## src/rtl/mdu_iterative.sv

```systemverilog
// Iterative multiply/divide unit: radix-2 shift-add multiply and restoring
// divide, one bit per cycle, results held in architectural HI/LO.
module mdu_iterative #(
  parameter int WIDTH = 32
) (
  input  logic             clk,
  input  logic             reset,
  input  logic             start,
  input  logic [2:0]       MDOp,
  input  logic [WIDTH-1:0] A,
  input  logic [WIDTH-1:0] B,
  output logic             busy,
  output logic             done,
  output logic [WIDTH-1:0] HI,
  output logic [WIDTH-1:0] LO
);

  localparam int CW = $clog2(WIDTH);
  localparam int W2 = 2 * WIDTH;

  localparam logic [2:0] OP_MULT  = 3'd1;
  localparam logic [2:0] OP_MULTU = 3'd2;
  localparam logic [2:0] OP_DIV   = 3'd3;
  localparam logic [2:0] OP_DIVU  = 3'd4;
  localparam logic [2:0] OP_MTHI  = 3'd5;
  localparam logic [2:0] OP_MTLO  = 3'd6;

  typedef enum logic [1:0] {
    S_IDLE,
    S_MUL,
    S_DIV
  } state_e;

  state_e            state_q;
  logic [CW-1:0]     cnt_q;
  logic [WIDTH-1:0]  opnd_q;
  logic [W2-1:0]     acc_q;
  logic              neg_lo_q;
  logic              neg_hi_q;
  logic [WIDTH-1:0]  hi_q;
  logic [WIDTH-1:0]  lo_q;
  logic              busy_q;
  logic              done_q;

  logic              sgn_op;
  logic [WIDTH-1:0]  mag_a;
  logic [WIDTH-1:0]  mag_b;
  logic              last;

  logic [WIDTH:0]    mul_sum;
  logic [W2-1:0]     mul_nxt;
  logic [W2-1:0]     mul_res;
  logic [WIDTH:0]    div_sh;
  logic [WIDTH:0]    div_diff;
  logic              div_ok;
  logic [W2-1:0]     div_nxt;
  logic [WIDTH-1:0]  quo_res;
  logic [WIDTH-1:0]  rem_res;

  assign sgn_op = (MDOp == OP_MULT) || (MDOp == OP_DIV);
  assign mag_a  = (sgn_op && A[WIDTH-1]) ? -A : A;
  assign mag_b  = (sgn_op && B[WIDTH-1]) ? -B : B;
  assign last   = (cnt_q == CW'(WIDTH - 1));

  // acc_q holds {partial product, remaining multiplier bits} for MUL
  // and {partial remainder, dividend/quotient bits} for DIV.
  always_comb begin
    mul_sum  = {1'b0, acc_q[W2-1:WIDTH]}
             + (acc_q[0] ? {1'b0, opnd_q} : '0);
    mul_nxt  = {mul_sum, acc_q[WIDTH-1:1]};
    mul_res  = neg_lo_q ? -mul_nxt : mul_nxt;
    div_sh   = {acc_q[W2-1:WIDTH], acc_q[WIDTH-1]};
    div_diff = div_sh - {1'b0, opnd_q};
    div_ok   = ~div_diff[WIDTH];
    div_nxt  = {div_ok ? div_diff[WIDTH-1:0] : div_sh[WIDTH-1:0],
                acc_q[WIDTH-2:0], div_ok};
    quo_res  = neg_lo_q ? -div_nxt[WIDTH-1:0] : div_nxt[WIDTH-1:0];
    rem_res  = neg_hi_q ? -div_nxt[W2-1:WIDTH] : div_nxt[W2-1:WIDTH];
  end

  always_ff @(posedge clk) begin
    if (reset) begin
      state_q  <= S_IDLE;
      cnt_q    <= '0;
      opnd_q   <= '0;
      acc_q    <= '0;
      neg_lo_q <= 1'b0;
      neg_hi_q <= 1'b0;
      hi_q     <= '0;
      lo_q     <= '0;
      busy_q   <= 1'b0;
      done_q   <= 1'b0;
    end else begin
      done_q <= 1'b0;
      unique case (state_q)
        S_IDLE: begin
          if (start) begin
            case (MDOp)
              OP_MULT, OP_MULTU: begin
                state_q  <= S_MUL;
                busy_q   <= 1'b1;
                cnt_q    <= '0;
                opnd_q   <= mag_a;
                acc_q    <= {{WIDTH{1'b0}}, mag_b};
                neg_lo_q <= sgn_op & (A[WIDTH-1] ^ B[WIDTH-1]);
                neg_hi_q <= 1'b0;
              end
              OP_DIV, OP_DIVU: begin
                // Divide by zero is swallowed: no state change at all.
                if (B != '0) begin
                  state_q  <= S_DIV;
                  busy_q   <= 1'b1;
                  cnt_q    <= '0;
                  opnd_q   <= mag_b;
                  acc_q    <= {{WIDTH{1'b0}}, mag_a};
                  neg_lo_q <= sgn_op & (A[WIDTH-1] ^ B[WIDTH-1]);
                  neg_hi_q <= sgn_op & A[WIDTH-1];
                end
              end
              OP_MTHI: hi_q <= A;
              OP_MTLO: lo_q <= A;
              default: ;
            endcase
          end
        end
        S_MUL: begin
          acc_q <= mul_nxt;
          if (last) begin
            hi_q    <= mul_res[W2-1:WIDTH];
            lo_q    <= mul_res[WIDTH-1:0];
            busy_q  <= 1'b0;
            done_q  <= 1'b1;
            state_q <= S_IDLE;
          end else begin
            cnt_q <= cnt_q + 1'b1;
          end
        end
        S_DIV: begin
          acc_q <= div_nxt;
          if (last) begin
            hi_q    <= rem_res;
            lo_q    <= quo_res;
            busy_q  <= 1'b0;
            done_q  <= 1'b1;
            state_q <= S_IDLE;
          end else begin
            cnt_q <= cnt_q + 1'b1;
          end
        end
        default: state_q <= S_IDLE;
      endcase
    end
  end

  assign busy = busy_q;
  assign done = done_q;
  assign HI   = hi_q;
  assign LO   = lo_q;

endmodule
```

## config.mk

```make
export PLATFORM = sky130hd
export DESIGN_NAME = mdu_iterative
export DESIGN_NICKNAME = d
export VERILOG_FILES = /design/src/rtl/mdu_iterative.sv
export SDC_FILE = /design/constraint.sdc
export NUM_CORES = 1
export LEC_CHECK = 0
export ABC_CLOCK_PERIOD_IN_PS = 6100
export CORE_MARGIN = 2
export CORE_UTILIZATION = 43
export CTS_CLUSTER_DIAMETER = 40
export DETAILED_ROUTE_END_ITERATION = 7
export SLEW_MARGIN = 30
export SYNTH_ARGS = -nofsm -noshare
export SYNTH_HDL_FRONTEND = slang
export SYNTH_SLANG_ARGS = --single-unit
```

## constraint.sdc

```tcl
create_clock -name clk -period 6.1 [get_ports clk]
set_clock_uncertainty 0.1 [all_clocks]
set_input_delay 0.61 -clock clk [delete_from_list [all_inputs] [get_ports clk]]
set_output_delay 0.61 -clock clk [all_outputs]
set_load 0.05 [all_outputs]
```

==> summary.md <==
| Metric | Value |
|---|---|
| Metal1 wirelength | `33,300 µm` |
| Detail Route Antenna Nets | `0` |
| # hold bufs at CTS | `0` |
| Routed len/inst | `~26 µm` |
| Max Used Layer | `met5` |
| Yosys cell types | `98` |
| Slew Limit Fails | `0` |
| CP Launch Type | `flip-flop` |
| VDD IR max | `0.000185 V` |
| PostCTS Resize Cnt | `0` |
| Routability Congestion | `between 1 and 1.5` |
| Initial DRC count | `2,293` |
| N_diodes | `0` |
| Synthesized flop and latch total | `between 150 and 200` |
| Die area | `43,900 µm²` |
| DRC | `0` |
| Num rows | `75` |
| Cell Chain, Critical Path | `inv_1, nor2_1, fa_1, a21oi_1, o22ai_1, o41ai_1, o21bai_1, mux2i_1, and3_1, or4_1, o41ai_2, xnor2_1, a21oi_1, a2111oi_2` |
| Syn_nets | `roughly 2.8k` |
| Asr flop ratio synth | `0` |
| CP arrival | `roughly 5.6 ns` |
| Final WS setup | `between 0.7 and 0.8 ns` |
| Slew HR | `0.328` |
| Reg2reg start | `acc_q[0]` |
| Critical Path Most Common Cell | `a21oi_1` |
| Syn Area/Cell | `a little under 7 µm²` |
| Detailed-route vias per instance | `~6.5` |
| Buffers on Ports | `135` |
| Area of the core | `41,900 µm²` |
| Fmax | `around 190 MHz` |
| Outcome | `completed` |
| Drt total wl | `between 80,000 and 90,000 µm` |
| P_leak | `roughly 7.6 nW` |
| Gr usage total | `0.374` |
| Syn. warnings | `0` |
| Crit path capture type | `flip-flop` |
| R2r worst-path depth | `14` |
| Worst-path clk slew | `around 0.08 ns` |
| R2R Setup Slk | `0.80 ns` |
| Met2 routed WL | `38,100 µm` |
| CP max FO | `22` |
| DIE HEIGHT | `between 200 and 250 µm` |
| Worst path slowest cell | `or4_1` |
| Die span in x | `approximately 210 µm` |
| Worst skew pair latency | `0.48 ns` |
| Worst Hold Endpoint | `LO[11]` |
| EDFF count, synth | `0` |
| PwrDens | `between 200 and 250 nW/µm²` |
| Ports | `~140` |
| CP Class | `reg2reg` |
| Post-synthesis cell count | `2,656` |
| HPWL Detailed | `~65,000 µm` |
| Worst hold start | `LO[11]` |
| Nets@finish | `~2.8k` |
| Worst Tran Pin Value | `slightly below 1 ns` |
| Final hold violations | `0` |
| DP Worst Slack | `a little over 0.8 ns` |
| Initial antenna violation count | `3` |
| Global-route wire length before repair | `approximately 120,000 µm` |
| Remaining Overflow, GRT | `0` |
| Synth Flop Type | `dfxtp_1` |
| Via Count | `around 21k` |
| Clock buffer depth | `2` |
| Netlist Area Pre-Place | `roughly 18,000 µm²` |
| DR pass1 iterations | `6` |
| Num Clock Sinks | `about 170` |
| Unrepaired setup endpoints after global routing | `false` |
| Minimum clock period | `5.30 ns` |
| CTS tree | `done` |
| H-Tree Depth | `4` |
| CP max stage delay | `between 0.7 and 0.8 ns` |
| Final setup fails | `0` |
| Setup Buffers After CTS | `0` |
| Worst EP required | `about 6.4 ns` |
| Layout area overhead | `12.0%` |
| Starting Density | `0.434` |
| Maxcap violations | `0` |
| Hold crit path type | `reg2reg` |
| Hold Crit Depth | `2` |
| Fin crit share | `0.870` |
| Setup TNS Final | `0 ns` |
| Vias in the first global route | `between 15k and 20k` |
| Share of cells above drive strength 1 | `0.0579` |
| RR Endpoint | `HI[22]` |
| Largest net degree at the start of global routing | `~120` |
| CTS Buf Count | `17` |
| Met3 wire len | `roughly 6000 µm` |
| Sequential share of the synthesized area | `0.188` |
| Clk root buf | `clkbuf_16` |
==> cell families (layout without fill, tap and decap cells) <==
group | Yosys count | count (layout) | share of synthesized area
mux | 39 | 39 | 0.0230
xor+xnor | 194 | 194 | 0.0935
flops | 171 | 171 | 0.188
simple gates | 1069 | 1069 | 0.276
buf+inv | 293 | 297 | 0.0637
compound gates | 813 | 813 | 0.301
fa+ha+maj | 77 | 77 | 0.0538
==> routing by layer <==
metal	vias to the layer above	track usage
met2	1064	0.609
met5	-	0
met1	9971	0.458
met4	4	0.256
li1	9606	-
met3	276	0.0536
==> worst max-delay path by stage <==
stage,to,from,slack [ns],cells past startpoint
2_1_floorplan,HI[30],acc_q[31],1.07,22
3_3_place_gp,HI[29],acc_q[0],1.04,13
3_5_place_dp,HI[29],acc_q[0],0.82,12
4_1_cts,HI[29],acc_q[0],0.80,12
5_1_grt,HI[29],acc_q[0],0.47,13
6_report,HI[22],acc_q[0],0.80,14
==> report_power, final <==
group / switching (mW) / internal [mW] / total, mW
Clock: 0.561 / 0.573 / 1.13
Sequential: 0.104 / 1.19 / 1.29
Combinational: 1.18 / 0.546 / 1.72
Total: 1.84 / 2.31 / 4.15
==> cells in the mapped netlist (all sizes together) (20+ instances only) <==
| cell | count | share of area |
|---|---|---|
| a22oi | 27 | 0.011 |
| nor4 | 25 | 0.0096 |
| buf | 48 | 0.013 |
| xnor2 | 132 | 0.064 |
| a211oi | 27 | 0.011 |
| a221oi | 38 | 0.019 |
| o211ai | 21 | 0.0087 |
| nand3 | 82 | 0.023 |
| ha | 75 | 0.052 |
| mux2i | 26 | 0.014 |
| nand4 | 25 | 0.0093 |
| and2 | 25 | 0.0086 |
| a21oi | 266 | 0.073 |
| nor2 | 260 | 0.054 |
| dfxtp | 171 | 0.19 |
| o21ai | 147 | 0.041 |
| a21o | 30 | 0.012 |
| o41ai | 27 | 0.015 |
| o31ai | 39 | 0.016 |
| or3 | 37 | 0.013 |
| clkbuf | 162 | 0.033 |
| inv | 83 | 0.017 |
| nor3 | 91 | 0.026 |
| xor2 | 62 | 0.030 |
| nand2b | 20 | 0.0069 |
| nand2 | 399 | 0.082 |
==> registers in the layout, indices dropped and copies added, names as in the netlist <==
name and cells:
acc_q 64, HI 32, LO 32, opnd_q 32, cnt_q 5, state_q 2
busy 1, done 1, neg_hi_q 1, neg_lo_q 1
==> final cells by class <==
cell class / instances / area [µm²]
fill: 4314 / 21500
timing repair buffer: 182 / 1720
sequential: 171 / 3420
clock inverter: 13 / 130
inverter: 83 / 312
clock buffer: 19 / 433
tap: 539 / 674
multi-input combinational: 2192 / 13700
==> worst max-delay path, delay by kind of cell (launching register included) <==
| family | cells | cell delay, ns |
|---|---|---|
| muxes | 1 | 0.16 |
| AOI/OAI and AO/OA | 7 | 2.12 |
| DFF | 1 | 0.35 |
| xor gates and xnor gates | 1 | 0.17 |
| buffers and inverters | 1 | 0.58 |
| and+or+nand+nor | 3 | 1.22 |
| adders and majority gates | 1 | 0.49 |
==> per-stage QoR <==
step           hold slack, ns  cell area [µm²]  power, mW  utilization  cells
5_1_grt                 0.376            20400       4.31        0.487   3199
2_1_floorplan           0.332            18200       2.37            -   2656
6_report                0.353            20400       4.15        0.487   3199
3_3_place_gp            0.341            19800       2.98        0.473   3167
4_1_cts                 0.354            20400       4.11        0.486   3199
3_5_place_dp            0.346            19800       2.98        0.473   3167
==> cell usage in the layout (no fill, tap or decap), types with 18 or more instances in the layout <==
| cell | netlist | routed |
|---|---|---|
| o31ai_1 | 38 | 37 |
| mux2i_1 | 26 | 26 |
| a221oi_1 | 37 | 37 |
| xor2_1 | 62 | 62 |
| nor3_1 | 89 | 89 |
| buf_4 | 0 | 46 |
| xnor2_1 | 132 | 132 |
| o41ai_1 | 24 | 24 |
| nand2b_1 | 20 | 18 |
| nand3_1 | 82 | 82 |
| o21ai_0 | 126 | 126 |
| a211oi_1 | 27 | 27 |
| clkdlybuf4s50_1 | 0 | 134 |
| a22oi_1 | 27 | 26 |
| ha_1 | 75 | 72 |
| and2_1 | 25 | 25 |
| nor4_1 | 22 | 22 |
| inv_1 | 83 | 82 |
| nor2_1 | 258 | 258 |
| nand2_1 | 399 | 397 |
| o21ai_1 | 19 | 19 |
| and3_1 | 18 | 18 |
| nand4_1 | 23 | 23 |
| dfxtp_1 | 171 | 170 |
| a21oi_1 | 265 | 265 |
| o211ai_1 | 21 | 21 |
| a21o_1 | 30 | 29 |
| or3_1 | 37 | 37 |
Power figures use the tool's default switching activity.
